==> src/rtl/game_pkg.sv <==
// Shared duck hunt definitions: screen size, duck hitbox defaults, shot FSM states, score width.
package game_pkg;

  localparam int unsigned X_POS_MAX  = 1024;
  localparam int unsigned Y_POS_MAX  = 768;
  localparam int unsigned DUCK_W_DEF = 64;
  localparam int unsigned DUCK_H_DEF = 64;
  localparam int unsigned SCORE_W    = 8;

  typedef enum logic [1:0] {
    StIdle,
    StArmed,
    StCooldown,
    StEmpty
  } shot_state_t;

  // Score increment that sticks at all-ones instead of wrapping.
  function automatic logic [SCORE_W-1:0] score_sat_inc(input logic [SCORE_W-1:0] v);
    return (v == '1) ? v : v + 1'b1;
  endfunction

endpackage

==> src/rtl/ctl_shot_hitbox.sv <==
// Combinational duck hitbox test: is the cursor inside a visible, not-yet-falling duck.
module ctl_shot_hitbox
  import game_pkg::*;
#(
  parameter int unsigned DUCK_W = DUCK_W_DEF,
  parameter int unsigned DUCK_H = DUCK_H_DEF
) (
  input  logic [9:0] mouse_x,
  input  logic [9:0] mouse_y,
  input  logic [9:0] duck_x,
  input  logic [9:0] duck_y,
  input  logic       duck_show,
  input  logic       duck_hit,
  output logic       in_box
);

  // Box ends are formed at 11 bits so a duck near the right/bottom edge does not wrap to 0.
  logic [10:0] x_end;
  logic [10:0] y_end;
  logic        in_x;
  logic        in_y;

  // Compare the cursor against both box edges on each axis.
  always_comb begin
    x_end  = {1'b0, duck_x} + 11'(DUCK_W);
    y_end  = {1'b0, duck_y} + 11'(DUCK_H);
    in_x   = (mouse_x >= duck_x) && ({1'b0, mouse_x} < x_end);
    in_y   = (mouse_y >= duck_y) && ({1'b0, mouse_y} < y_end);
    in_box = duck_show && !duck_hit && in_x && in_y;
  end

endmodule

==> src/rtl/ctl_shot.sv <==
// Shot controller: trigger edge detection, ammo/score bookkeeping and post-shot cooldown.
// Optional feature macro: CTL_SHOT_BONUS_AMMO_EN (a hit refunds the shot it used).
module ctl_shot
  import game_pkg::*;
#(
  parameter int unsigned AMMO_MAX        = 3,
  parameter int unsigned DUCK_W          = DUCK_W_DEF,
  parameter int unsigned DUCK_H          = DUCK_H_DEF,
  parameter int unsigned COOLDOWN_FRAMES = 8
) (
  input  logic                          clk,
  input  logic                          rst,
  input  logic                          new_frame,
  input  logic                          game_start,
  input  logic                          trigger,
  input  logic [9:0]                    mouse_x,
  input  logic [9:0]                    mouse_y,
  input  logic [9:0]                    duck_x,
  input  logic [9:0]                    duck_y,
  input  logic                          duck_show,
  input  logic                          duck_hit,
  output logic                          hit,
  output logic                          miss,
  output logic                          no_ammo,
  output logic [$clog2(AMMO_MAX+1)-1:0] ammo,
  output logic [SCORE_W-1:0]            score
);

  localparam int unsigned AmmoW = $clog2(AMMO_MAX + 1);
  localparam int unsigned CntW  = (COOLDOWN_FRAMES < 1) ? 1 : $clog2(COOLDOWN_FRAMES + 1);

  shot_state_t        state_q, state_d;
  logic [AmmoW-1:0]   ammo_q, ammo_d;
  logic [SCORE_W-1:0] score_q, score_d;
  logic [CntW-1:0]    cnt_q, cnt_d;
  logic               hit_q, hit_d;
  logic               miss_q, miss_d;
  logic               trigger_last_q;
  logic               shot_edge;
  logic               in_box;

  ctl_shot_hitbox #(
    .DUCK_W (DUCK_W),
    .DUCK_H (DUCK_H)
  ) u_hitbox (
    .mouse_x   (mouse_x),
    .mouse_y   (mouse_y),
    .duck_x    (duck_x),
    .duck_y    (duck_y),
    .duck_show (duck_show),
    .duck_hit  (duck_hit),
    .in_box    (in_box)
  );

  assign shot_edge = trigger && !trigger_last_q;

  // Next-state, ammo/score update and hit/miss pulse generation; game_start overrides a shot.
  always_comb begin
    state_d = state_q;
    ammo_d  = ammo_q;
    score_d = score_q;
    cnt_d   = cnt_q;
    hit_d   = 1'b0;
    miss_d  = 1'b0;
    if (game_start) begin
      state_d = StArmed;
      ammo_d  = AmmoW'(AMMO_MAX);
      score_d = '0;
      cnt_d   = '0;
    end else begin
      unique case (state_q)
        StIdle: ;
        StArmed: begin
          if (shot_edge) begin
            state_d = StCooldown;
            cnt_d   = '0;
            if (in_box) begin
              hit_d   = 1'b1;
              score_d = score_sat_inc(score_q);
`ifdef CTL_SHOT_BONUS_AMMO_EN
              // Decrement then refund; ammo never exceeds AMMO_MAX, so it is simply unchanged.
              ammo_d  = ammo_q;
`else
              ammo_d  = ammo_q - AmmoW'(1);
`endif
            end else begin
              miss_d = 1'b1;
              ammo_d = ammo_q - AmmoW'(1);
            end
          end
        end
        StCooldown: begin
          // Checked before counting so COOLDOWN_FRAMES=0 leaves after a single cycle.
          if (cnt_q == CntW'(COOLDOWN_FRAMES)) begin
            state_d = (ammo_q != '0) ? StArmed : StEmpty;
          end else if (new_frame) begin
            cnt_d = cnt_q + CntW'(1);
          end
        end
        StEmpty: ;
        default: state_d = StIdle;
      endcase
    end
  end

  // State and counter registers with synchronous reset.
  always_ff @(posedge clk) begin
    if (rst) begin
      state_q        <= StIdle;
      ammo_q         <= '0;
      score_q        <= '0;
      cnt_q          <= '0;
      hit_q          <= 1'b0;
      miss_q         <= 1'b0;
      trigger_last_q <= 1'b0;
    end else begin
      state_q        <= state_d;
      ammo_q         <= ammo_d;
      score_q        <= score_d;
      cnt_q          <= cnt_d;
      hit_q          <= hit_d;
      miss_q         <= miss_d;
      trigger_last_q <= trigger;
    end
  end

  assign hit     = hit_q;
  assign miss    = miss_q;
  assign no_ammo = (state_q == StEmpty);
  assign ammo    = ammo_q;
  assign score   = score_q;

endmodule

==> config.mk <==
export PLATFORM = sky130hd
export DESIGN_NAME = ctl_shot
export DESIGN_NICKNAME = d
export VERILOG_FILES = /design/src/rtl/game_pkg.sv /design/src/rtl/ctl_shot_hitbox.sv /design/src/rtl/ctl_shot.sv
export SDC_FILE = /design/constraint.sdc
export NUM_CORES = 1
export LEC_CHECK = 0
export ABC_CLOCK_PERIOD_IN_PS = 3200
export BUFFER_PORTS_ARGS = -buffer_cell sky130_fd_sc_hd__buf_4
export CORE_MARGIN = 4
export CORE_UTILIZATION = 35
export CTS_CLUSTER_DIAMETER = 50
export DETAILED_ROUTE_END_ITERATION = 8
export RECOVER_POWER = 25
export SYNTH_ARGS = -nofsm -noshare
export SYNTH_HDL_FRONTEND = slang
export SYNTH_SLANG_ARGS = --single-unit
==> constraint.sdc <==
create_clock -name clk -period 3.2 [get_ports clk]
set_clock_uncertainty 0.1 [all_clocks]
set_input_delay 0.16 -clock clk [delete_from_list [all_inputs] [get_ports clk]]
set_output_delay 0.16 -clock clk [all_outputs]
set_load 0.01 [all_outputs]
-- Word-level counts from Yosys, hierarchy flattened
Cells that the tools add are included.
- bits of input ports: 47
- register bits after elaboration: 19
- logic and storage cells: 65
- add/sub/neg operators: 5
- muxes and demuxes: 14
- eq/ne operators: 11
- bitwise logic cells: 3
- magnitude comparators: 4
- reductions and logical operators: 20
- operators by type and width (cell ; number):
    $add 10x7->11 const B ; 2
    $lt 10x11->1 ; 2
    $ge 10x10->1 ; 2
    $mux 2 ; 6
    $mux 4 ; 3
    $add 8x1->8 const B ; 1
    $eq 8x8->1 const B ; 1
    $ne 2x2->1 const B ; 4
    $pmux 4 s2 ; 1
    $reduce_and 4->1 ; 2
    $reduce_bool 2->1 ; 4
    $logic_and 1x1->1 ; 6
    $ne 3x3->1 const B ; 2
    $reduce_and 3->1 ; 2
    $add 4x1->4 const B ; 1
    $eq 2x2->1 const B ; 2
    $eq 4x4->1 const B ; 1
    $pmux 2 s2 ; 1
    $reduce_or 4->1 ; 1
    $mux 1 ; 3
    $not 1->1 ; 3
    $reduce_bool 3->1 ; 1
    $eq 2x1->1 const B ; 1
    $logic_not 1->1 ; 2
    3 further kinds ; 3

-- Logic depth before layout (Yosys ltp)
Gate-level depths: netlist of the first run.
- word-level depth: 6
- depth in mapped cells: 11
- depth with buffers taken out: 10

-- Cells and area by module
Synthesis of the first run repeated with hierarchy kept, for this count alone.
- cell total of the unflattened synthesis: 212
- area total of the unflattened synthesis: 1735.4 µm²
- modules (own cells, without submodules) (module ; area an instance (µm²) ; instances ; cells each):
    ctl_shot ; 922.1 ; 1 ; 101
    ctl_shot_hitbox ; 813.3 ; 1 ; 111

-- Worst setup path before layout of the first run
Ideal clock, no wire load.
- path kind: input port to flip-flop
- start: input duck_x[6]
- end: register score_q[6] (netlist: score[6])
- path slack: 0.609 ns
- data arrival time: 2.421 ns
- required time: 3.029 ns
- stages on the path: 11
- buffers on the path: 1
- cell sequence: nand3_1 > xnor2_1 > ha_1 > a211oi_2 > nand2_1 > a211oi_2 > o2bb2ai_1 > or4_4 > buf_6 > or3_1 > a21oi_1
- longest elaborated chain between the ends: 6
- elaborated cells on any way between the ends: 7
- those cells by class: add/sub (1); order compare (2); reduce/logical (4)
- ends and longest elaborated chain (what ; line ; text):
    start: declaration ; ctl_shot.sv:18 ; input logic [9:0] duck_x,
    $add 10x7->11 ; ctl_shot_hitbox.sv:25 ; x_end = {1'b0, duck_x} + 11'(DUCK_W);
    $lt 10x11->1 ; ctl_shot_hitbox.sv:27 ; in_x = (mouse_x >= duck_x) && ({1'b0, mouse_x} < x_end);
    $logic_and 1x1->1 * ; ctl_shot_hitbox.sv:27 ;
    $logic_and 1x1->1 * (2 in a row) ; ctl_shot_hitbox.sv:29 ; in_box = duck_show && !duck_hit && in_x && in_y;
    $reduce_and 4->1 (no line) * ; - ;
    end signal: assignment ; ctl_shot.sv:119 ; score_q <= score_d;
    end: declaration ; ctl_shot.sv:34 ; logic [SCORE_W-1:0] score_q, score_d;
Every way passes the cells marked *; elsewhere a longest branch is shown, timed or not.
A chain may end at the register's enable or synchronous reset.

-- Worst setup path after layout of the first run
- start: input duck_x[8]
- end: register score_q[5] (netlist: score[5])
The elaborated chain is that of the path after synthesis.

==> run_results.csv, run 1 <==
group,metric,value,unit
setup_path,timing.critical_path.fanout_max,12,
sta,final_hold_violation_count,0,
detailed_routing,vias,1649,
cts,cts.hold.buffers_added,1,
cts,clk_transition_reported_paths,0.07,ns
floorplan,io_pins,60,
detailed_routing,drcViolationCount,0,
outcome,status,"complete, no violations",
setup_path,kind_of_start_point_of_the_critical_path,"input port",
min_path,hold_removal_path_class,"in -> reg",
floorplan,floorplan.die_area,5980,sq um
cts,cts-root-buf,"clkbuf_8",
sta,grt_setup_unrepaired,"no",
placement,hpwl,3290,um
placement,port-buffer-count,59,
cts,postCtsSetupRepairBufs,0,
cts,numCtsBuffers,3,
logic_synthesis,synth_top_family_by_area,"adder cells",
logic_synthesis,synth_cell_types,39,
detailed_routing,drt_pre_antenna_iters,4,
detailed_routing,wl,3780,um
sta,tightest_slew,0.585,ns
cells_and_area,antenna-diode-count,0,
pwr,pwr_density_cell,267,nW/um^2
grt,antenna_found_initial,0,
grt,first_global_vias,1559,
setup_path,worst_ep_arrival_time,2.73,ns
logic_synthesis,synth_cells,217,
logic_synthesis,synth-compound-area-share,16.7,%
cells_and_area,fraction_of_final_layout_cells_with_drive_strength_greater_than_1,22.9,%
logic_synthesis,synth_xor_area_share,3.64,%
pwr,max_ir_drop_vdd,152,uV
placement,pre_cts_ws,0.296,ns
detailed_routing,vias_per_cell,4.98,
logic_synthesis,synth_seq_area_share,22.6,%
floorplan,core_region_area,4500,sq um
placement,globalplace.congestion,0.750,
logic_synthesis,postSynth.asyncResetShare,0,%
detailed_routing,drt-initial-drc-count,62,
logic_synthesis,simple_gate_fraction_of_synth_area,23.2,%
cts,cts.sink_count,19,
cells_and_area,design.final.nets,361,
floorplan,core.rowCount,24,
logic_synthesis,syn-num-nets,298,
setup_path,crit_path_end_kind,"register",
logic_synthesis,synth.mux.area_fraction,0.595,%
logic_synthesis,synth_seq_cells,19,
setup_path,critical_path_required,3.29,ns
cts,clock_tree_from_tritoncts,"built",
cells_and_area,final_util,49.1,%
sta,final.setup.tns,0,ns
sta,worst_hold_slack,0.0354,ns
grt,grt_pass1_wl,6540,um
cts,cts.htree.levels,1,
cts,post_cts.resized_instances,0,
logic_synthesis,adder_and_majority_cell_fraction_of_the_synthesized_area,25.3,%
cts,clock_insertion_delay_worst_skew,0.25,ns
setup_path,critPathKind,"in -> reg",
cells_and_area,post_layout_nonfiller_instances,331,
pwr,static-leakage-power,1.09,nW
detailed_routing,postRouteAntennaNets,0,
floorplan,dieHeight,77.3,um
sta,worst_slew_margin_rel,60.7,%
grt,grt_util_all_layers,12.8,%
sta,finalSetupViolCount,0,
grt,grt_max_degree,15,
sta,layout_worst_path_cycle_share,82.7,%
cells_and_area,areaGrowthSynthToFinish,31.3,%
logic_synthesis,netlist_area,1680,sq um
logic_synthesis,ys.warnings.count,0,
grt,grt_overflow_total,0,
logic_synthesis,count_of_flip_flops_with_a_built_in_enable_after_synthesis,0,
sta,period_needed,2.65,ns
placement,dp_cells,326,
logic_synthesis,avgSynthCellArea,7.76,sq um
floorplan,initial_utilization,37.4,%
sta,max_freq,378,MHz
cts,clockBufferDepth,2,
cells_and_area,mostFrequentLayoutCell,"buf_4",
floorplan,fp.dieW,77.3,um
job,timing.max_cap.violations,0,
detailed_routing,avgRoutedWirePerCell,11.4,um
cells_and_area,layout_common_cells,"53 x buf_4, 34 x ha_1, 30 x inv_1",
sta,slew_violations,0,
sta,worst_slack,0.553,ns
logic_synthesis,ys_dominant_reg_cell,"dfxtp_1",
## power breakdown
part,switching [mW],total [mW],internal (mW)
clock network,0.0771,0.164,0.0864
logic,0.0872,0.182,0.0951
registers,0.00355,0.244,0.241
## cell families (layout without fill, tap and decap cells)
| kind of cell | after synthesis | after routing |
|---|---|---|
| AO/OA/AOI/OAI | 46 | 46 |
| XOR/XNOR | 7 | 7 |
| adder cells (fa/ha/maj) | 34 | 34 |
| buffers and inverters | 34 | 96 |
| flip-flops | 19 | 19 |
| multiplexers | 1 | 1 |
| AND/OR/NAND/NOR | 76 | 76 |
## layer usage
metal	up-vias	global-route usage, %	routed length, um
met3	2	2.31	193
met4	0	2.14	23
met5	-	0	0
met1	727	16.6	1800
li1	887	-	-
met2	33	22.4	1760
## layout make-up
type                       count  area (sq um)
fill                         476          2290
multi-input combinational    164          1170
timing repair buffer          62           438
sequential                    19           380
inverter                      30           113
tap                           52          65.1
clock buffer                   3          41.3
clock inverter                 1          5.00
## critical path: stages
cell and delay [ns]:
buf_4 0.10, nand3_1 0.09, xnor2_1 0.13, ha_1 0.33
a211oi_2 0.27, nand2_1 0.10, a211oi_2 0.19, o2bb2ai_1 0.11
or4_4 0.62, or3_2 0.48, a21oi_1 0.15
## sequential cells by signal (all words and copies together), names as in the netlist
signal	cells
cnt_q	4
miss	1
score	8
trigger_last_q	1
hit	1
ammo	2
state_q	2
## worst paths after layout
| kind | start | endpoint | slack [ns] | depth (start not counted) |
|---|---|---|---|---|
| min reg2reg | score[4] | score[4] | 0.41 | 2 |
| min | trigger | trigger_last_q | 0.04 | 2 |
| max | duck_x[8] | score[5] | 0.55 | 11 |
| max reg2reg | state_q[1] | score[5] | 0.80 | 6 |
## metrics by stage
step                power [mW]  area [sq um]
CTS                      0.603          2240
detailed placement       0.435          2180
global route             0.644          2210
finish                   0.590          2210
global placement         0.432          2180
floorplan                0.355          1680
## Yosys cell counts, types with 2 or more instances
cell / number / area (sq um)
inv_1: 30 / 113
nor2_1: 18 / 67.6
or3_2: 2 / 15.0
dfxtp_1: 19 / 380
and3_1: 2 / 12.5
a21oi_1: 23 / 115
nor3_1: 7 / 35.0
or2_2: 2 / 12.5
nor2b_1: 3 / 18.8
nand2_1: 17 / 63.8
xor2_1: 3 / 26.3
clkbuf_1: 3 / 11.3
a211oi_2: 2 / 25.0
a31oi_1: 2 / 12.5
ha_1: 34 / 425
o21ai_0: 9 / 45.0
or3_1: 3 / 18.8
xnor2_1: 4 / 35.0
nand4_1: 4 / 25.0
a32oi_1: 2 / 17.5
nand2b_1: 2 / 12.5
nand3_1: 9 / 45.0
Power figures use the tool's default switching activity.
==> run 2: changes to the inputs <==
Settings changed: ABC_CLOCK_PERIOD_IN_PS 3200 to 2400.
Clock period 3.2 ns to 2.4 ns, I/O delays scaled along.
==> run 2 against run 1 <==
Against the previous run: wire length increased by 8.6%; critical path depth unchanged; first-iteration DRC count increased by 35%; cell count increased by 6.6%; sequential power increased by 33%; power increased by 40%; design area increased by 11%.
==> run_results.csv, run 2 (same netlist as run 1, synthesis figures left out) <==
group,metric,value,unit
cells_and_area,antenna-diode-count,0,
sta,grt_setup_unrepaired,"yes",
pwr,pwr_density_cell,336,nW/um^2
placement,hpwl,3300,um
cells_and_area,design.final.nets,383,
floorplan,fp.dieW,77.3,um
sta,period_needed,2.40,ns
detailed_routing,vias_per_cell,4.98,
cells_and_area,fraction_of_final_layout_cells_with_drive_strength_greater_than_1,31.6,%
placement,dp_cells,345,
floorplan,core.rowCount,24,
cts,clk_transition_reported_paths,0.07,ns
placement,port-buffer-count,59,
floorplan,io_pins,60,
cts,clock_tree_from_tritoncts,"built",
cells_and_area,largest_register_ffs,8,
sta,worst_slew_margin_rel,74.0,%
floorplan,floorplan.die_area,5980,sq um
setup_path,timing.critical_path.slowest_stage_cell,"or4_4",
setup_path,crit_path_end_kind,"register",
detailed_routing,drt-initial-drc-count,84,
sta,slew_violations,0,
detailed_routing,avgRoutedWirePerCell,11.6,um
sta,max_freq,417,MHz
detailed_routing,vias,1758,
min_path,hold_removal_path_class,"in -> reg",
floorplan,core_region_area,4500,sq um
cts,cts.sink_count,19,
cells_and_area,layout.area.seq,380,sq um
grt,grt_overflow_total,0,
pwr,p_total,0.829,mW
sta,finalSetupViolCount,0,
cells_and_area,areaGrowthSynthToFinish,46.4,%
sta,tightest_slew,0.391,ns
setup_path,cp_slowest_stage_delay,0.58,ns
sta,final_hold_violation_count,0,
cts,numCtsBuffers,3,
outcome,status,"complete, no violations",
cts,cts.htree.levels,1,
detailed_routing,drt_pre_antenna_iters,6,
cts,clockBufferDepth,2,
grt,grt_util_all_layers,12.5,%
setup_path,worst_path_most_repeated_cell,"a211oi_2",
cells_and_area,layout_common_cells,"71 x buf_4, 33 x ha_1, 30 x inv_1",
cts,cts-root-buf,"clkbuf_8",
grt,first_global_vias,1617,
grt,antenna_found_initial,0,
setup_path,path_delay_family,"simple AND/OR/NAND/NOR gates",
grt,grt_max_degree,15,
pwr,static-leakage-power,1.23,nW
cells_and_area,post_layout_nonfiller_instances,353,
detailed_routing,drcViolationCount,0,
setup_path,critPathKind,"in -> reg",
detailed_routing,wl,4100,um
job,timing.max_cap.violations,0,
grt,grt_pass1_wl,6470,um
placement,globalplace.congestion,0.845,
setup_path,timing.critical_path.cells,"buf_8 > nand3_4 > xnor2_2 > ha_1 > a211oi_2 > nand2_1 > a211oi_2 > o2bb2ai_2 > or4_4 > or3_1 > a21oi_1",
setup_path,kind_of_start_point_of_the_critical_path,"input port",
setup_path,critical_path_required,2.48,ns
cells_and_area,multi_input_comb_area,1230,sq um
sta,layout_worst_path_cycle_share,99.9,%
pwr,max_ir_drop_vdd,245,uV
detailed_routing,postRouteAntennaNets,0,
cells_and_area,fill_cells,442,
setup_path,timing.critical_path.fanout_max,5,
floorplan,dieHeight,77.3,um
setup_path,cp_num_buf_inv,1,
floorplan,initial_utilization,37.4,%
cts,clock_insertion_delay_worst_skew,0.25,ns
cells_and_area,mostFrequentLayoutCell,"buf_4",
setup_path,worst_ep_arrival_time,2.48,ns
==> run 2: changes by cell type in the layout (fill, tap and decap cells not counted), moves of 2 or more <==
cell      before  now
or3_4          0    3
a21oi_1       23   20
buf_4         53   71
a21oi_2        0    3
buf_8          0    2
clkbuf_1       8    6
buf_6          0    2
or3_2          2    0
==> run 2: timing repair <==
item | CTS | global route
buffers inserted | 0 | 1
hold endpoints to repair | 4 | 0
hold buffers | 2 | 0
resized for setup | 0 | 18
setup endpoints to repair | 2 | 9
pin swaps | 0 | 21
cloned | 0 | 1
==> run 2: report_power, final <==
part           internal [mW]  switching, mW
Sequential             0.321        0.00361
Combinational          0.154          0.130
Clock                  0.115          0.105
Total                  0.591          0.238
==> run 2: tightest hold or removal path, cell delays in order <==
cell    delay, ns
buf_4        0.10
nor2_1       0.04
nor2_1       0.07
==> run 2: final timing paths <==
kind	startpoint	endpoint	slack, ns	depth (start not counted)
min	game_start	state_q[0]	0.01	3
min reg2reg	score[5]	score[5]	0.43	2
max reg2reg	score[0]	score[7]	0.26	7
max	duck_x[6]	score[3]	0.002	11
==> run 2: stage by stage <==
stage          setup slack (ns)  util [%]  hold WS (ns)  TNS, ns  instance area (sq um)
2_1_floorplan            0.0138         -        0.0916        0                   1690
3_3_place_gp             -0.204      51.7         0.230   -0.830                   2330
3_5_place_dp             -0.260      51.7         0.233    -1.29                   2330
4_1_cts                -0.00655      53.2       0.00683  -0.0120                   2390
5_1_grt                  -0.132      54.7        0.0167   -0.824                   2460
6_report                0.00193      54.7        0.0136        0                   2460
==> run 2: layout make-up <==
type	instances	area share [%]
clock inverters	1	0.203
multi-input cells	165	50.0
flip-flops and latches	19	15.4
clock buffers	3	1.68
well taps	52	2.64
inverters	30	4.57
repair buffers	83	25.5
==> run 2: layer usage <==
metal	wire length (um)	track usage, %
met5	0	0
met4	23	3.56
met3	179	1.97
met2	2000	21.5
met1	1900	16.1
==> run 3: changes to the inputs <==
Settings changed: ABC_CLOCK_PERIOD_IN_PS 2400 to 2460, CTS_CLUSTER_SIZE set to 14.
Clock period 2.4 ns to 2.46 ns, I/O delays scaled along.
==> run 3 against run 2 <==
Against the previous run: design area decreased by 0.41%; clock power about the same; wire length decreased by 2.3%; cell count unchanged; clock-buffer cell count increased by 1; first-iteration DRC count decreased by 18%; setup slack improved by 0.026 ns; flip-flop and latch count unchanged; largest cell class unchanged.
==> run_results.csv, run 3 (same netlist as run 1, synthesis figures left out) <==
group,metric,value,unit
setup_path,worst_r2r_path_depth,8,
cts,clockBufferDepth,2,
sta,worst_slack,0.0282,ns
pwr,p_seq_share,39.0,%
pwr,pwr_density_cell,331,nW/um^2
detailed_routing,postRouteAntennaNets,0,
setup_path,ff2ff_setup_slack,0.40,ns
cells_and_area,design.final.nets,383,
cts,clk_transition_reported_paths,0.07,ns
placement,post_dp_cell_area,2320,sq um
pwr,net-switching-power,0.234,mW
floorplan,floorplan.die_area,5980,sq um
sta,grt_setup_unrepaired,"yes",
sta,tightest_slew,0.393,ns
floorplan,dieHeight,77.3,um
sta,final.setup.tns,0,ns
placement,hpwl,3220,um
cells_and_area,layout_common_cells,"71 x buf_4, 33 x ha_1, 30 x inv_1",
detailed_routing,wl,4010,um
sta,final_hold_violation_count,0,
cells_and_area,largest_register_ffs,8,
floorplan,core.rowCount,24,
placement,port-buffer-count,59,
cts,clock_tree_from_tritoncts,"built",
detailed_routing,vias_per_cell,4.91,
placement,pre_cts_ws,-0.230,ns
cts,numCtsBuffers,3,
floorplan,initial_utilization,37.4,%
cells_and_area,fraction_of_final_layout_cells_with_drive_strength_greater_than_1,30.6,%
sta,period_needed,2.43,ns
cts,cts.sink_count,19,
pwr,max_ir_drop_vdd,151,uV
cells_and_area,final_cell_area,2450,sq um
min_path,hold_removal_path_class,"in -> reg",
sta,max_freq,411,MHz
cts,cts-root-buf,"clkbuf_8",
grt,antenna_found_initial,0,
min_path,whs_path_depth,3,
pwr,switching_power_share_of_the_total,28.8,%
grt,grt_overflow_total,0,
setup_path,crit_path_end_kind,"register",
detailed_routing,drt-initial-drc-count,69,
outcome,status,"complete, no violations",
cells_and_area,post_layout_nonfiller_instances,353,
pwr,comb_power_share,33.7,%
setup_path,timing.critical_path.fanout_max,6,
sta,worst_slew_margin_rel,73.4,%
cells_and_area,fill_cells,461,
sta,slew_violations,0,
cells_and_area,antenna-diode-count,0,
sta,layout_worst_path_cycle_share,98.9,%
setup_path,kind_of_start_point_of_the_critical_path,"input port",
placement,globalplace.congestion,0.825,
detailed_routing,drcViolationCount,0,
floorplan,core_region_area,4500,sq um
pwr,internal_power,0.579,mW
grt,grt_max_degree,15,
cts,clock_insertion_delay_worst_skew,0.26,ns
detailed_routing,drt_pre_antenna_iters,4,
sta,finalSetupViolCount,0,
grt,grt_util_all_layers,13.2,%
floorplan,fp.dieW,77.3,um
setup_path,worst_ep_arrival_time,2.47,ns
floorplan,io_pins,60,
detailed_routing,avgRoutedWirePerCell,11.4,um
cells_and_area,mostFrequentLayoutCell,"buf_4",
pwr,static-leakage-power,1.23,nW
setup_path,critPathKind,"in -> reg",
cells_and_area,areaGrowthSynthToFinish,45.8,%
cells_and_area,final_util,54.5,%
grt,grt_pass1_wl,6780,um
cells_and_area,multi_input_comb_area,1210,sq um
cts,cts.htree.levels,1,
job,timing.max_cap.violations,0,
setup_path,critical_path_required,2.50,ns
cells_and_area,layout.area.seq,380,sq um
detailed_routing,vias,1732,
grt,first_global_vias,1680,
pwr,power_frac_clock,27.3,%
placement,dp_cells,344,
## run 3: cell count changes in the layout (fill, tap and decap cells not counted), sizes merged
cell,before,now
clkbuf,9,10
buf,75,76
clkinv,1,0
or4,2,1
## run 3: worst max-delay path, cell delays in order
cell and delay, ns:
buf_8 0.08, nand3_4 0.08, xnor2_2 0.14, ha_1 0.34, a211oi_2 0.26, nand2_1 0.10
a211oi_2 0.19, o2bb2ai_2 0.10, or4_4 0.59, buf_6 0.16, buf_6 0.11, o21ai_1 0.15
a21oi_2 0.06
## run 3: layout make-up
class / instances / share of cell area (%)
multi-input combinational: 164 / 49.4
timing repair buffer: 84 / 26.1
clock buffer: 4 / 1.84
inverter: 30 / 4.59
tap: 52 / 2.65
sequential: 19 / 15.5
## run 3: what timing repair did
item | CTS | global route
buffers inserted | 0 | 3
hold buffers | 2 | 0
gates resized for setup | 0 | 18
endpoints found under the setup margin | 0 | 4
hold endpoints to repair | 4 | 0
## run 3: stage by stage
| step | hold WS [ns] | total power, mW |
|---|---|---|
| 6_report | 0.0107 | 0.812 |
| 5_1_grt | 0.0513 | 0.870 |
| 4_1_cts | 0.0176 | 0.812 |
| 3_5_place_dp | 0.230 | 0.584 |
| 3_3_place_gp | 0.233 | 0.582 |
| 2_1_floorplan | 0.0946 | 0.462 |
## run 3: metal layers
layer / GRT usage (%) / wire (um) / up-vias
met5: 0 / 0 / -
met1: 17.5 / 1910 / 762
met3: 1.62 / 186 / 4
met2: 22.0 / 1890 / 39
met4: 4.80 / 23 / 0
li1: - / - / 927
## run 3: final timing paths
path | to | from
worst max-delay path | score[5] | duck_x[6]
worst min-delay path | state_q[0] | game_start
worst max register to register | score[5] | trigger_last_q
worst min register to register | score[5] | score[5]
## run 3: power by group through the flow
stage	combinational (mW)	clock (mW)	sequential [mW]
final	0.274	0.222	0.316
after global routing	0.314	0.239	0.317
after CTS	0.265	0.230	0.317
after detailed placement	0.261	0	0.324
after global placement	0.258	0	0.324
after floorplan	0.137	0	0.325
